[config.mk]
export PLATFORM = sky130hd
export DESIGN_NAME = seq_subtractor32
export DESIGN_NICKNAME = d
export VERILOG_FILES = /design/src/rtl/seq_sub_pkg.sv /design/src/rtl/seq_subtractor32_sub_digit.sv /design/src/rtl/seq_subtractor32.sv
export SDC_FILE = /design/constraint.sdc
export NUM_CORES = 1
export LEC_CHECK = 0
export CAP_MARGIN = 20
export CORE_MARGIN = 8
export CORE_UTILIZATION = 30
export CTS_BUF_LIST = sky130_fd_sc_hd__clkbuf_16
export DETAILED_ROUTE_END_ITERATION = 7
export GPL_ROUTABILITY_DRIVEN = 0
export SYNTH_ARGS = -nofsm -noshare
export SYNTH_HDL_FRONTEND = slang
export SYNTH_SLANG_ARGS = --single-unit
[constraint.sdc]
create_clock -name clk -period 2.14 [get_ports clk]
set_input_delay 0.214 -clock clk [delete_from_list [all_inputs] [get_ports clk]]
set_output_delay 0.214 -clock clk [all_outputs]
set_load 0.1 [all_outputs]
[src/rtl/seq_sub_pkg.sv]
// Shared definitions for the digit-serial subtractor: FSM state encoding
// and the default operand/digit widths.
package seq_sub_pkg;

  localparam int DEF_WIDTH = 32;
  localparam int DEF_DIGIT = 4;

  typedef enum logic [1:0] {
    IDLE = 2'd0,
    RUN  = 2'd1,
    DONE = 2'd2
  } state_t;

endpackage

[src/rtl/seq_subtractor32_sub_digit.sv]
// sub_digit: combinational DIGIT-bit slice of a borrow-style subtractor.
// The caller presents A and the already-inverted B; the slice adds them with
// a carry-in and reports the sum, the carry-out and the carry that entered the
// slice's top bit (used for two's-complement overflow detection).
module sub_digit #(
  parameter int DIGIT = 4
) (
  input  logic [DIGIT-1:0] a,
  input  logic [DIGIT-1:0] b_inv,
  input  logic             cin,
  output logic [DIGIT-1:0] sum,
  output logic             cout,
  output logic             msb_cin
);

  logic [DIGIT:0] total;

  assign total   = {1'b0, a} + {1'b0, b_inv} + {{DIGIT{1'b0}}, cin};
  assign sum     = total[DIGIT-1:0];
  assign cout    = total[DIGIT];
  // Sum bit = a ^ b ^ carry_in, so the carry into the top bit is recovered
  // from the top-bit operands and result.
  assign msb_cin = a[DIGIT-1] ^ b_inv[DIGIT-1] ^ sum[DIGIT-1];

endmodule

[src/rtl/seq_subtractor32.sv]
// seq_subtractor32: digit-serial subtractor computing D = A - B - Bin.
// DIGIT bits are processed per clock, least-significant digit first, as
// A + ~B + carry with ~Bin seeding the first carry. A result takes exactly
// WIDTH/DIGIT clocks from the accepting edge to the done pulse.
// Optional feature: define SEQ_SUBTRACTOR_ZERO_FLAG_EN to add a 'zero'
// output that flags D == 0 alongside done.
module seq_subtractor32
  import seq_sub_pkg::*;
#(
  parameter int WIDTH = DEF_WIDTH,
  parameter int DIGIT = DEF_DIGIT
) (
  input  logic             clk,
  input  logic             rst_n,
  input  logic             start,
  input  logic [WIDTH-1:0] A,
  input  logic [WIDTH-1:0] B,
  input  logic             Bin,
  output logic             busy,
  output logic             done,
  output logic [WIDTH-1:0] D,
  output logic             Bout,
`ifdef SEQ_SUBTRACTOR_ZERO_FLAG_EN
  output logic             overflow,
  output logic             zero
`else
  output logic             overflow
`endif
);

  localparam int NDIG  = WIDTH / DIGIT;
  localparam int CNT_W = (NDIG > 1) ? $clog2(NDIG) : 1;
  localparam logic [CNT_W-1:0] LAST_DIG = CNT_W'(NDIG - 1);

  state_t state;
  state_t state_next;

  logic [CNT_W-1:0] cnt;
  logic [WIDTH-1:0] a_q;
  logic [WIDTH-1:0] b_q;
  logic             carry_q;
  logic [WIDTH-1:0] diff_q;
  logic [WIDTH-1:0] diff_next;

  logic             accept;
  logic             last_dig;
  logic [DIGIT-1:0] dig_sum;
  logic             dig_cout;
  logic             dig_msb_cin;

  // Start is only honoured outside RUN, so an operation in flight can never
  // be disturbed by a stray request.
  assign accept   = start && (state != RUN);
  assign last_dig = (cnt == LAST_DIG);

  // Operands are shifted right each RUN cycle, so the active digit always
  // sits in the low DIGIT bits.
  sub_digit #(
    .DIGIT (DIGIT)
  ) u_digit (
    .a       (a_q[DIGIT-1:0]),
    .b_inv   (~b_q[DIGIT-1:0]),
    .cin     (carry_q),
    .sum     (dig_sum),
    .cout    (dig_cout),
    .msb_cin (dig_msb_cin)
  );

  // Partial result enters at the top and moves down; after NDIG shifts the
  // first digit has reached bit 0.
  always_comb begin
    diff_next = diff_q >> DIGIT;
    diff_next[WIDTH-1 -: DIGIT] = dig_sum;
  end

  // State register.
  always_ff @(posedge clk or negedge rst_n) begin
    if (!rst_n) begin
      state <= IDLE;
    end else begin
      state <= state_next;
    end
  end

  // Next-state logic and status outputs.
  always_comb begin
    state_next = state;
    busy       = 1'b0;
    done       = 1'b0;
    unique case (state)
      IDLE: begin
        if (accept) state_next = RUN;
      end
      RUN: begin
        busy = 1'b1;
        if (last_dig) state_next = DONE;
      end
      DONE: begin
        done       = 1'b1;
        state_next = accept ? RUN : IDLE;
      end
      default: state_next = IDLE;
    endcase
  end

  // Operand capture, digit counter, running carry and partial difference.
  always_ff @(posedge clk or negedge rst_n) begin
    if (!rst_n) begin
      cnt     <= '0;
      a_q     <= '0;
      b_q     <= '0;
      carry_q <= 1'b0;
      diff_q  <= '0;
    end else if (accept) begin
      cnt     <= '0;
      a_q     <= A;
      b_q     <= B;
      carry_q <= ~Bin;
    end else if (state == RUN) begin
      cnt     <= cnt + 1'b1;
      a_q     <= a_q >> DIGIT;
      b_q     <= b_q >> DIGIT;
      carry_q <= dig_cout;
      diff_q  <= diff_next;
    end
  end

`ifdef SEQ_SUBTRACTOR_ZERO_FLAG_EN
  // Result registers update only on the final digit, so they stay frozen
  // from done until the next operation completes.
  always_ff @(posedge clk or negedge rst_n) begin
    if (!rst_n) begin
      D        <= '0;
      Bout     <= 1'b0;
      overflow <= 1'b0;
      zero     <= 1'b0;
    end else if ((state == RUN) && last_dig) begin
      D        <= diff_next;
      Bout     <= ~dig_cout;
      overflow <= dig_msb_cin ^ dig_cout;
      zero     <= (diff_next == '0);
    end
  end
`else
  // Result registers update only on the final digit, so they stay frozen
  // from done until the next operation completes.
  always_ff @(posedge clk or negedge rst_n) begin
    if (!rst_n) begin
      D        <= '0;
      Bout     <= 1'b0;
      overflow <= 1'b0;
    end else if ((state == RUN) && last_dig) begin
      D        <= diff_next;
      Bout     <= ~dig_cout;
      overflow <= dig_msb_cin ^ dig_cout;
    end
  end
`endif

endmodule

# After elaboration in Yosys (flattened, before gate mapping)
# Index checks and enable logic that the tools add are counted.
[word_totals]
ff_bits = 136
input_bits = 68
output_inout_bits = 36
elab_cells = 45
[classes]
addsub = 3
eq_ne = 6
mux = 14
n_bitwise = 7
reduce_logical = 6
[ops]
columns = ["operator", "n"]
rows = [
  ["$mux 32", 4],
  ["$mux 3", 2],
  ["$pmux 2 s3", 1],
  ["$add 4x4->5", 1],
  ["$add 5x1->5", 1],
  ["$mux 1", 5],
  ["$mux 2", 2],
  ["$ne 2x2->1 const B", 2],
  ["$not 4->4", 1],
  ["$reduce_and 2->1", 2],
  ["$add 3x1->3 const B", 1],
  ["$eq 3x3->1 const B", 1],
  ["$not 1->1", 3],
  ["$xor 1x1->1", 3],
  ["$eq 2x1->1 const B", 1],
  ["$eq 2x2->1 const B", 1],
  ["$logic_and 1x1->1", 2],
  ["$logic_not 2->1", 1],
  ["$ne 2x1->1 const B", 1],
  ["$reduce_bool 2->1", 1],
]

# Depth between registers and ports, before layout
[logic_depth]
depth_word = 5
mapped_depth = 7
mapped_depth_nobuf = 7

# Hierarchy
# From an unflattened synthesis, not the netlist that was laid out.
[unflattened]
hier_cells = 385
hier_area_um2 = 6145.9
[by_module_without_submodules]
columns = ["module", "instances", "cells_each", "area_each_um2", "seq_area_each_um2"]
rows = [
  ["seq_subtractor32", 1, 368, 6004.5, 3303.2],
  ["sub_digit", 1, 17, 141.4, 0.0],
]

# Worst setup path after synthesis
# Ideal clock, no wire load.
[synth_timing]
path_type = "register to output"
startpoint = "register state[0]"
endpoint = "output done"
t_arrival_ps = 1718
required_time_ps = 1926
setup_slack_ps = 208
path_stages_with_launch = 2
path_buffers = 0
cell_sequence = "dfrtp_1 > nor2b_1"
[synth_via]
elab_chain_cells = 2
[synth_rtl]
columns = ["item", "line_no", "text"]
rows = [
  ["start: declaration", "seq_subtractor32.sv:35", "state_t state;"],
  ["start signal: assignment", "seq_subtractor32.sv:81", "state <= state_next;"],
  ["$eq 2x2->1", "seq_subtractor32.sv:90", "unique case (state)"],
  ["$mux 1", "seq_subtractor32.sv:90", ""],
  ["end: declaration", "seq_subtractor32.sv:20", "output logic done,"],
]
# Every way passes these cells.

# Final worst setup path
[layout_timing]
startpoint = "register a_q[0]"
endpoint = "register overflow"
[layout_via]
elab_chain_cells = 4
[layout_rtl]
columns = ["item", "line_no", "text"]
rows = [
  ["start: declaration", "seq_subtractor32.sv:39", "logic [WIDTH-1:0] a_q;"],
  ["start signal: assignment", "seq_subtractor32.sv:121", "a_q <= a_q >> DIGIT;"],
  ["$add 4x4->5 (*)", "seq_subtractor32_sub_digit.sv:18", "assign total = {1'b0, a} + {1'b0, b_inv} + {{DIGIT{1'b0}}, cin};"],
  ["$add 5x1->5 (*)", "seq_subtractor32_sub_digit.sv:18", ""],
  ["$xor 1x1->1", "seq_subtractor32_sub_digit.sv:23", "assign msb_cin = a[DIGIT-1] ^ b_inv[DIGIT-1] ^ sum[DIGIT-1];"],
  ["$xor 1x1->1 (*)", "seq_subtractor32.sv:155", "overflow <= dig_msb_cin ^ dig_cout;"],
  ["end signal: assignment", "seq_subtractor32.sv:155", ""],
  ["end: declaration", "seq_subtractor32.sv:27", "output logic overflow"],
]
# Mark *: on every way between the ends. The rest lies on a longest branch, timed or not.
# A chain may end at the register's enable or synchronous reset.

==> flow_summary.toml <==
[status]
status = "finished, final reports clean"

[flow_run]
maxCapViolations = 0

[synthesis]
yosys.area_share.simple_pct = 10.94
syn_area_um2 = 5705
synth_top_cell_area_share_pct = 57.89
netlist_top_cells_area = "dfrtp_1, mux2i_1, nand2_1"
post_synth.cell_area_avg_um2 = 11.19
muxShareOfSynthArea_pct = 18.53
synth_warnings = 0
async_reset_ff_share_pct = 100.0
ys_seq_area_share_pct = 57.89
synthCells = 510
synth_top_family_by_area = "multiplexers"
synth_top_area_cell = "dfrtp_1"
ys_ff_latch = 132
syn_nets = 585
yosys_most_used_dff = "dfrtp_1"
synthAdderAreaFrac_pct = 1.798
yosysUniqueCellTypes = 25
synth_edf_count = 0
synth-compound-area-share_pct = 6.513
synth_xor_area_share_pct = 0.4605

[route]
vias_per_cell = 4.587
route.vias.total = 3936
drcViolationCount = 0
postRouteAntennaNets = 0
drt-total-wl_um = 12550
wire_per_inst_um = 14.63
first_iter_violations = 173
firstDrtPassIters = 4

[worst_setup_path]
cp.required_ns = 2.44
cp-start-kind = "register"
worstPathMaxFanout = 3
critical_path_buf_inv_count = 1
worstSetupPathType = "reg2reg"
crit_chain = "inv_1, fa_1, fa_1, nand2b_1, a21oi_1, xnor2_1, o21ai_1"
crit_slowest_cell = "fa_1"
critical-path-top-delay-family = "adder cells"
arrival_ns = 2.29
cp-end-kind = "register"
path_common_cell = "fa_1"
slowest_delay_ns = 0.46

[timing]
fin_ws_ns = 0.1449
rsz0062_at_grt = "false"
fmax_mhz = 501.2
fin_crit_ns = 1.995
period_share_pct = 93.23
setup_viol = 0
setup-tns-final_ns = 0
drv_slew = 0
maxSlewHeadroom_pct = 65.08
worstMarginPinSlew_ns = 0.5239
skew_ns = 0.006360
finalHoldViolations = 0

[die]
rows = 50
start_util_pct = 30.50
die_h_um = 153.9
dieArea_um2 = 23690
core_um2 = 18710
io-pin-count = 104
die_x_um = 153.9

[global_route]
grt-busiest-layer = "met2"
grt_max_degree = 68
grt-ovfl-total = 0
use_met3_pct = 4.288
track_usage_pct = 11.08
grt_pass1_vias = 4105
met2_usage_pct = 17.56
grt_use_met1_pct = 13.69
grt_pass1_wl_um = 21130
antenna_found_initial = 0

[clocking]
cts_max_path_buffers = 2
clock_sinks = 132
cts_hold_buf = 1
path_clk_slew_ns = 0.06
post_cts_buffers = 0
numCtsBuffers = 17
clock-root-buffer = "clkbuf_16"
insertion_delay_ns = 0.41
cts_tree = "built"
cts-resized-gates = 0
htreeDepth = 4

[final_layout]
final_cell_mix = "nand2_1, dfrtp_1, o21ai_0"
final_common_cell = "nand2_1"
num-nets-final = 686
drive_gt1_share_pct = 17.63
area_delta_synth_final_pct = 31.60
final_util_pct = 40.14
antenna_cells = 0
fillers = 1769

[power]
power.density_nw_per_um2 = 1679
power.share.clock_pct = 23.9
p_int_w = 0.007046
swShare_pct = 44.11
share_seq_of_total_power_pct = 33.5
switching_power_w = 0.005562
power_leakage_nw = 3.717
ir_worst_vdd_mv = 0.5931
p_comb_share_pct = 42.6

[place]
place_ws_ns = 0.1492
hpwlAfterDp_um = 8975
port_buffers = 103

[hold_path]
min_path_type = "in2async"
[metal layers]
layer	vias up	share of wire, %
li1	1904	-
met1	1930	47
met2	92	46
met3	10	5.6
met4	0	1.0
met5	-	0
[synth_stat cells, types with 2 or more instances]
cell and number:
mux2i_1 64, a21oi_1 2, fa_1 2, xnor2_1 2, buf_4 3, clkbuf_1 9, buf_2 16, ha_1 5
mux2_4 27, o21ai_0 70, inv_1 8, dfrtp_1 132, nor2_1 10, nand2_1 145, buf_6 4, nand2b_1 2
[power by group through the flow]
| stage | clock network [W] | logic [W] | registers (W) |
|---|---|---|---|
| 2_1_floorplan | 0 | 0.00228 | 0.00606 |
| 3_3_place_gp | 0 | 0.00534 | 0.00424 |
| 3_5_place_dp | 0 | 0.00543 | 0.00428 |
| 4_1_cts | 0.00311 | 0.00546 | 0.00424 |
| 5_1_grt | 0.00323 | 0.00581 | 0.00437 |
| 6_report | 0.00302 | 0.00537 | 0.00422 |
[per-stage QoR]
step	cells	hold slack, ns	area (um^2)	power, W
after floorplan	510	-0.08159	5705	0.008337
after global placement	825	0.1830	6882	0.009578
after detailed placement	825	0.1844	6882	0.009712
after CTS	858	0.3130	7508	0.01281
after global routing	858	0.3464	7508	0.01340
final	858	0.2932	7508	0.01261
[logic make-up (layout without fill, tap and decap cells)]
logic type | after synthesis | count (layout)
buffers and inverters | 41 | 155
AND/OR/NAND/NOR | 161 | 161
AO/OA/AOI/OAI | 74 | 74
XOR/XNOR | 3 | 3
multiplexers | 92 | 92
flip-flops | 132 | 132
adder cells (fa/ha/maj) | 7 | 7
[worst paths after layout]
path                                       startpoint                    end  slack [ns]  cells after the start
worst max-delay path               a_q[0]$_DFFE_PN0P_   overflow$_DFFE_PN0P_        0.14                      7
worst min-delay path                            rst_n      D[25]$_DFFE_PN0P_        0.29                      2
worst max register to register     a_q[0]$_DFFE_PN0P_   overflow$_DFFE_PN0P_        0.14                      7
worst min register to register  diff_q[4]$_DFFE_PN0P_  diff_q[4]$_DFFE_PN0P_        0.48                      2
max in group asynchronous                       rst_n    b_q[16]$_DFFE_PN0P_        1.16                      3
min in group clk                                A[31]    a_q[31]$_DFFE_PN0P_        0.43                      3
[final cells by class]
class,count,area [um^2],share of cell area (%)
flip-flops and latches,132,3303,43.99
multi-input cells,337,2182,29.06
clock buffers,17,425.4,5.666
inverters,9,38.79,0.5166
well taps,234,292.8,3.899
repair buffers,114,1075,14.31
clock inverters,15,191.4,2.550
[state kept, by name (all words and copies together), names as in the netlist]
register and cells:
overflow 1, b_q 32, diff_q 28, D 32
a_q 32, cnt 3, carry_q 1, Bout 1
state 2
Power figures use the tool's default switching activity.
